File: src/rtl/fetch_pkg.sv
// Shared types and constants for the instruction fetch stage.
package fetch_pkg;

    localparam int unsigned XLEN        = 32'd32;
    localparam int unsigned INSTR_BYTES = 32'd4;
    localparam logic [31:0] NOP_INSTR   = 32'h0000_0013;

    typedef enum logic [2:0] {
        ST_IDLE   = 3'd0,
        ST_REQ    = 3'd1,
        ST_WAIT   = 3'd2,
        ST_DRAIN  = 3'd3,
        ST_HOLD   = 3'd4,
        ST_HALTED = 3'd5
    } fetch_state_e;

    typedef enum logic [1:0] {
        PC_HOLD  = 2'd0,
        PC_INC   = 2'd1,
        PC_REDIR = 2'd2
    } pc_sel_e;

    // Sequential PC step; wraps naturally at the top of the address space.
    function automatic logic [XLEN-1:0] pc_plus_instr(input logic [XLEN-1:0] pc);
        return pc + XLEN'(INSTR_BYTES);
    endfunction

endpackage

File: src/rtl/fetch_stage_if.sv
// Instruction-memory request/response bus between the fetch stage and memory.
interface fetch_stage_if;
    import fetch_pkg::*;

    logic            imem_req_valid;
    logic [XLEN-1:0] imem_req_addr;
    logic            imem_req_ready;
    logic            imem_rsp_valid;
    logic [XLEN-1:0] imem_rsp_data;

    modport master (
        output imem_req_valid, imem_req_addr,
        input  imem_req_ready, imem_rsp_valid, imem_rsp_data
    );

    modport slave (
        input  imem_req_valid, imem_req_addr,
        output imem_req_ready, imem_rsp_valid, imem_rsp_data
    );

endinterface

File: src/rtl/fetch_pc_reg.sv
// Program counter register with its next-PC select (hold, +4, redirect, reset).
module fetch_pc_reg
    import fetch_pkg::*;
#(
    parameter logic [XLEN-1:0] RESET_PC = 32'h0000_0000
) (
    input  logic            clk,
    input  logic            reset,
    input  pc_sel_e         sel,
    input  logic [XLEN-1:0] target,
    output logic [XLEN-1:0] pc
);

    logic [XLEN-1:0] pc_r;

    // PC update according to the select from the fetch FSM
    always_ff @(posedge clk) begin
        if (reset) begin
            pc_r <= RESET_PC;
        end else begin
            case (sel)
                PC_HOLD:  pc_r <= pc_r;
                PC_INC:   pc_r <= pc_plus_instr(pc_r);
                PC_REDIR: pc_r <= target;
                default:  pc_r <= pc_r;
            endcase
        end
    end

    assign pc = pc_r;

endmodule

File: src/rtl/fetch_stage.sv
// Instruction fetch stage: one outstanding imem request, word held for decode.
// Optional misaligned-redirect trap enabled by defining FETCH_MISALIGN_CHECK_EN.
module fetch_stage
    import fetch_pkg::*;
#(
    parameter logic [XLEN-1:0] RESET_PC = 32'h0000_0000
) (
    input  logic             clk,
    input  logic             reset,
    fetch_stage_if.master    imem,
    output logic [XLEN-1:0]  instruction,
    output logic [XLEN-1:0]  inst_pc,
    output logic             inst_valid,
    input  logic             inst_ready,
    input  logic             redirect,
    input  logic [XLEN-1:0]  redirect_pc,
    input  logic             halt,
    output logic             fetch_fault
);

    fetch_state_e    state_r;
    fetch_state_e    state_nxt_s;
    pc_sel_e         pc_sel_s;
    logic [XLEN-1:0] pc_s;
    logic [XLEN-1:0] target_s;
    logic            misalign_s;
    logic            capture_s;
    logic            fault_set_s;
    logic [XLEN-1:0] instruction_r;
    logic [XLEN-1:0] inst_pc_r;
    logic            fault_r;

`ifdef FETCH_MISALIGN_CHECK_EN
    assign target_s   = redirect_pc;
    assign misalign_s = redirect && (redirect_pc[1:0] != 2'b00);
`else
    assign target_s   = {redirect_pc[XLEN-1:2], redirect_pc[1:0] & 2'b00};
    assign misalign_s = 1'b0;
`endif

    fetch_pc_reg #(.RESET_PC(RESET_PC)) u_pc_reg (
        .clk    (clk),
        .reset  (reset),
        .sel    (pc_sel_s),
        .target (target_s),
        .pc     (pc_s)
    );

    // Next state and datapath controls; halt beats redirect beats normal flow
    always_comb begin
        state_nxt_s = state_r;
        pc_sel_s    = PC_HOLD;
        capture_s   = 1'b0;
        fault_set_s = 1'b0;
        if (state_r == ST_HALTED) begin
            state_nxt_s = ST_HALTED;
        end else if (halt) begin
            state_nxt_s = ST_HALTED;
        end else if (misalign_s) begin
            state_nxt_s = ST_HALTED;
            fault_set_s = 1'b1;
        end else if (redirect) begin
            pc_sel_s = PC_REDIR;
            case (state_r)
                ST_REQ:   state_nxt_s = imem.imem_req_ready ? ST_DRAIN : ST_REQ;
                ST_WAIT:  state_nxt_s = imem.imem_rsp_valid ? ST_REQ : ST_DRAIN;
                // A response arriving with the redirect still retires the old request
                ST_DRAIN: state_nxt_s = imem.imem_rsp_valid ? ST_REQ : ST_DRAIN;
                default:  state_nxt_s = ST_REQ;
            endcase
        end else begin
            case (state_r)
                ST_IDLE:  state_nxt_s = ST_REQ;
                ST_REQ:   state_nxt_s = imem.imem_req_ready ? ST_WAIT : ST_REQ;
                ST_WAIT: begin
                    if (imem.imem_rsp_valid) begin
                        capture_s   = 1'b1;
                        pc_sel_s    = PC_INC;
                        state_nxt_s = ST_HOLD;
                    end else begin
                        state_nxt_s = ST_WAIT;
                    end
                end
                ST_DRAIN: state_nxt_s = imem.imem_rsp_valid ? ST_REQ : ST_DRAIN;
                ST_HOLD:  state_nxt_s = inst_ready ? ST_REQ : ST_HOLD;
                default:  state_nxt_s = ST_IDLE;
            endcase
        end
    end

    // State register, captured word for decode and sticky fault flag
    always_ff @(posedge clk) begin
        if (reset) begin
            state_r       <= ST_IDLE;
            instruction_r <= NOP_INSTR;
            inst_pc_r     <= {XLEN{1'b0}};
            fault_r       <= 1'b0;
        end else begin
            state_r <= state_nxt_s;
            if (capture_s) begin
                instruction_r <= imem.imem_rsp_data;
                inst_pc_r     <= pc_s;
            end
            if (fault_set_s) begin
                fault_r <= 1'b1;
            end
        end
    end

    assign imem.imem_req_valid = (state_r == ST_REQ);
    assign imem.imem_req_addr  = pc_s;
    assign inst_valid          = (state_r == ST_HOLD);
    assign instruction         = instruction_r;
    assign inst_pc             = inst_pc_r;
    assign fetch_fault         = fault_r;

endmodule

File: src/flat_wrapper.sv
// flat-port wrapper written by rule: the top's interface ports become plain ports
module fetch_stage_flat import fetch_pkg::*;
#(
    parameter logic [XLEN-1:0] RESET_PC = 32'h0000_0000
)
  (clk, reset, instruction, inst_pc, inst_valid, inst_ready, redirect, redirect_pc, halt, fetch_fault, imem_imem_req_valid, imem_imem_req_addr, imem_imem_req_ready, imem_imem_rsp_valid, imem_imem_rsp_data);
  fetch_stage_if imem_i ();
  input  logic clk;
  input  logic reset;
  output logic [XLEN-1:0] instruction;
  output logic [XLEN-1:0] inst_pc;
  output logic inst_valid;
  input  logic inst_ready;
  input  logic redirect;
  input  logic [XLEN-1:0] redirect_pc;
  input  logic halt;
  output logic fetch_fault;
  output wire logic [$bits(imem_i.imem_req_valid)-1:0] imem_imem_req_valid;
  output wire logic [$bits(imem_i.imem_req_addr)-1:0] imem_imem_req_addr;
  input wire logic [$bits(imem_i.imem_req_ready)-1:0] imem_imem_req_ready;
  input wire logic [$bits(imem_i.imem_rsp_valid)-1:0] imem_imem_rsp_valid;
  input wire logic [$bits(imem_i.imem_rsp_data)-1:0] imem_imem_rsp_data;
  assign imem_imem_req_valid = imem_i.imem_req_valid;
  assign imem_imem_req_addr = imem_i.imem_req_addr;
  assign imem_i.imem_req_ready = imem_imem_req_ready;
  assign imem_i.imem_rsp_valid = imem_imem_rsp_valid;
  assign imem_i.imem_rsp_data = imem_imem_rsp_data;
  fetch_stage #(.RESET_PC(RESET_PC)) u_core (.clk(clk), .reset(reset), .imem(imem_i), .instruction(instruction), .inst_pc(inst_pc), .inst_valid(inst_valid), .inst_ready(inst_ready), .redirect(redirect), .redirect_pc(redirect_pc), .halt(halt), .fetch_fault(fetch_fault));
endmodule
File: config.mk
export PLATFORM = sky130hd
export DESIGN_NAME = fetch_stage_flat
export DESIGN_NICKNAME = d
export VERILOG_FILES = /design/src/rtl/fetch_pkg.sv /design/src/rtl/fetch_stage_if.sv /design/src/rtl/fetch_pc_reg.sv /design/src/rtl/fetch_stage.sv /design/src/flat_wrapper.sv
export SDC_FILE = /design/constraint.sdc
export NUM_CORES = 1
export LEC_CHECK = 0
export ABC_AREA = 1
export BUFFER_PORTS_ARGS = -buffer_cell sky130_fd_sc_hd__buf_4
export CORE_MARGIN = 4
export CORE_UTILIZATION = 40
export CTS_CLUSTER_SIZE = 20
export DETAILED_ROUTE_END_ITERATION = 8
export PLACE_DENSITY = 0.71
export RECOVER_POWER = 50
export SLEW_MARGIN = 10
export SYNTH_ARGS = -nofsm -noshare
export SYNTH_HDL_FRONTEND = slang
export SYNTH_SLANG_ARGS = --single-unit
File: constraint.sdc
create_clock -name clk -period 2.8 [get_ports clk]
set_clock_uncertainty 0.05 [all_clocks]
set_input_delay 0.28 -clock clk [delete_from_list [all_inputs] [get_ports clk]]
set_output_delay 0.28 -clock clk [all_outputs]
set_load 0.005 [all_outputs]
==> impl_metrics.yaml <==
finish:
  final_common_cell: "sky130_fd_sc_hd__nor2_1"
  seq_cell_area_um2: 1900
  fin_util: 0.535
  multi_input_comb_area_um2: 2160
  filler_cell_count: 1086
  total_nets_final: 872
  layout_common_cells: "sky130_fd_sc_hd__nor2_1, sky130_fd_sc_hd__nand2_1, sky130_fd_sc_hd__dfxtp_1"
  antenna-diode-count: 0
  area_growth_syn_to_layout_pct: 31.0
  post_route_cells_drive_above_1_share: 0.216
route:
  num_vias: 4725
  route.detailed.drc: 0
  drt_pre_antenna_iters: 4
  initialDrtViolationCount: 416
  avgRoutedWirePerCell_um: 14.5
  detail_route_antenna_nets: 0
  wl_mm: 13.7
  vias_per_cell: 5.01
sta:
  rsz0062_at_grt: "no"
  maxClockFrequency_mhz: 425
  timing.setup.tns_ns: 0
  setup_viol: 0
  final.period_utilization: 0.841
  drv_slew: 0
  min_period_ns: 2.35
  timing.slew.headroom: 0.553
  report.final.hold_viol_count: 0
  worstMarginPinSlew_ns: 0.669
  timing.final.ws_setup_ns: 0.445
  hold_ws_ns: 0.0768
critical_path:
  timing.critical_path.slowest_cell_delay_ns: 0.38
  crit_path_end_kind: "flop"
  crit_path_start_kind: "flop"
  worstPathRequired_ns: 3.03
  critPathSlowestCell: "sky130_fd_sc_hd__dfxtp_1"
  critPathKind: "flop to flop"
  critPathArrivalTime_ns: 2.58
  path_cells: "inv_2 > nor2_1 > nand2_1 > nor3_4 > inv_2 > ha_1 > buf_4 > inv_1 > o21ai_0 > a221oi_1"
  crit_fanout: 14
  path_common_cell: "sky130_fd_sc_hd__inv_2"
  critPathLaunch: "u_core.state_r[1]$_SDFF_PP0_"
  r2r-start: "u_core.state_r[1]$_SDFF_PP0_"
power_and_ir_drop:
  power.share.switching: 0.263
  irDropWorstVdd_uv: 216
  total_power_consumption_mw: 2.62
  pwrdens_nw_per_um2: 452
  power.switching_mw: 0.689
  power.share.clock: 0.359
  total_leakage_power_nw: 2.53
  p_int_mw: 1.93
  share_of_total_power_in_combinational_logic: 0.103
  p_seq_frac: 0.538
floorplanning:
  die_height_um: 113
  ios: 170
  dieWidth_um: 113
  die_area_um2: 12800
  placeableCoreArea_um2: 10800
  initial_utilization: 0.408
  placementRows: 38
global_route:
  maximum_number_of_pins_on_one_net_before_global_route_repair: 82
  globalRouteTotalUtil: 0.210
  grt_ovf: 0
  grt_antenna_before_repair: 0
  number_of_global_route_vias_before_repair: 4546
  grt_pass1_wl_mm: 22.1
logic_synthesis:
  synth.yosys.warnings: 0
  synth_ff_type: "sky130_fd_sc_hd__dfxtp_1"
  synth.cell_area_um2: 4430
  yosysSeqAreaShare: 0.429
  synth.largest_area_cell: "sky130_fd_sc_hd__dfxtp_1"
  synth.lib_cells_used.distinct: 34
  syn_area_per_cell_um2: 6.77
  synth_largest_type_area_fraction: 0.429
  synth_cells: 654
  async_flop_share: 0
  postSynthRegisterBits: 95
  synth-edff-count: 0
  synth_top_area_cells: "sky130_fd_sc_hd__dfxtp_1, sky130_fd_sc_hd__nor2_1, sky130_fd_sc_hd__nand2_1, sky130_fd_sc_hd__o21ai_0, sky130_fd_sc_hd__a21oi_1"
run_status:
  result_of_the_run: "finished clean"
clock_tree:
  clk_path_buf_depth: 2
  tritoncts.num_buffers: 9
  tritoncts_clock_tree: "built"
  root_driver: "sky130_fd_sc_hd__clkbuf_8"
  post_cts.repair.setup_buffers: 0
  clk-insertion-delay-late_ns: 0.36
  cts_clock_pin_slew_for_the_worst_setup_and_hold_paths_ns: 0.10
  resized_gates_after_cts: 0
  number_of_clock_sinks_seen_by_cts: 95
  postCtsHoldBufs: 0
  ctsHtreeMaxLevel: 3
place:
  port_buffers: 162
  preCtsSetupSlack_ns: 0.539
  dp_hpwl_mm: 10.1
  gpl.final_weighted_congestion: 0.896
job:
  maxCapViolCount: 0
worst_hold_path:
  hold_start: "imem_imem_rsp_data[11]"
  hold_class: "input pin to flop"
state kept, by name (all words and copies together), names as in the netlist:
signal / cells
u_core.instruction: 32
u_core.u_pc_reg.pc: 30
u_core.state_r: 3
u_core.inst_pc: 30
synthesized netlist by cell type (4+ instances only):
cell,count
sky130_fd_sc_hd__clkbuf_1,16
sky130_fd_sc_hd__nand2_1,124
sky130_fd_sc_hd__inv_1,38
sky130_fd_sc_hd__nor2_1,149
sky130_fd_sc_hd__clkbuf_2,5
sky130_fd_sc_hd__nand3_1,33
sky130_fd_sc_hd__dfxtp_1,95
sky130_fd_sc_hd__buf_2,8
sky130_fd_sc_hd__xor2_1,4
sky130_fd_sc_hd__buf_4,6
sky130_fd_sc_hd__a21oi_1,64
sky130_fd_sc_hd__o21ai_0,80
cell families (layout without fill, tap and decap cells):
| kind of cell | after synthesis | in the layout | synth area share |
|---|---|---|---|
| simple gates | 315 | 315 | 0.285 |
| compound gates | 156 | 156 | 0.184 |
| flops | 95 | 95 | 0.429 |
| buf+inv | 80 | 226 | 0.0856 |
| xor+xnor | 5 | 5 | 0.00989 |
| fa+ha+maj | 2 | 2 | 0.00565 |
| other cells | 1 | 5 | 0.000847 |
power groups by stage:
stage / logic (mW) / clock network, mW / registers, mW
5_1_grt: 0.301 / 1.02 / 1.42
3_3_place_gp: 0.269 / 0 / 1.44
2_1_floorplan: 0.135 / 0 / 1.43
6_report: 0.269 / 0.941 / 1.41
3_5_place_dp: 0.274 / 0 / 1.44
4_1_cts: 0.276 / 0.972 / 1.41
worst max-delay path: cells and delay by family, from the launching register on:
family	cells	cell delay, ns
buffers and inverters	4	0.65
flip-flops	1	0.38
adder cells (fa/ha/maj)	1	0.31
AND/OR/NAND/NOR	3	0.45
AO/OA/AOI/OAI	2	0.43
area by class of cell:
| class | instances | share of cell area |
|---|---|---|
| flip-flops and latches | 95 | 0.328 |
| clock inverters | 7 | 0.0138 |
| well taps | 140 | 0.0302 |
| repair buffers | 170 | 0.209 |
| inverters | 40 | 0.0259 |
| clock buffers | 9 | 0.0214 |
| multi-input cells | 483 | 0.372 |
path summary, 6_finish.rpt:
| check | endpoint | slack (ns) | cells after the start |
|---|---|---|---|
| worst max-delay path | u_core.u_pc_reg.pc[4]$_SDFFE_PP0P_ | 0.45 | 10 |
| worst min-delay path | u_core.instruction[11]$_SDFFE_PP0P_ | 0.08 | 3 |
| worst min register to register | u_core.instruction[1]$_SDFFE_PP1P_ | 0.42 | 2 |
| worst max register to register | u_core.u_pc_reg.pc[4]$_SDFFE_PP0P_ | 0.45 | 10 |
stage by stage:
stage	area, um2	cells
6_report	5800	944
5_1_grt	5800	944
4_1_cts	5880	944
3_5_place_dp	5680	928
3_3_place_gp	5680	928
2_1_floorplan	4440	658
layer usage:
metal | GRT usage | vias to the layer above | share of wire
met4 | 0.0841 | 0 | 0.020
met1 | 0.259 | 2156 | 0.43
met5 | 0 | - | 0
li1 | - | 2395 | -
met3 | 0.0476 | 19 | 0.073
met2 | 0.355 | 155 | 0.48
(Power assumes the default switching activity.)
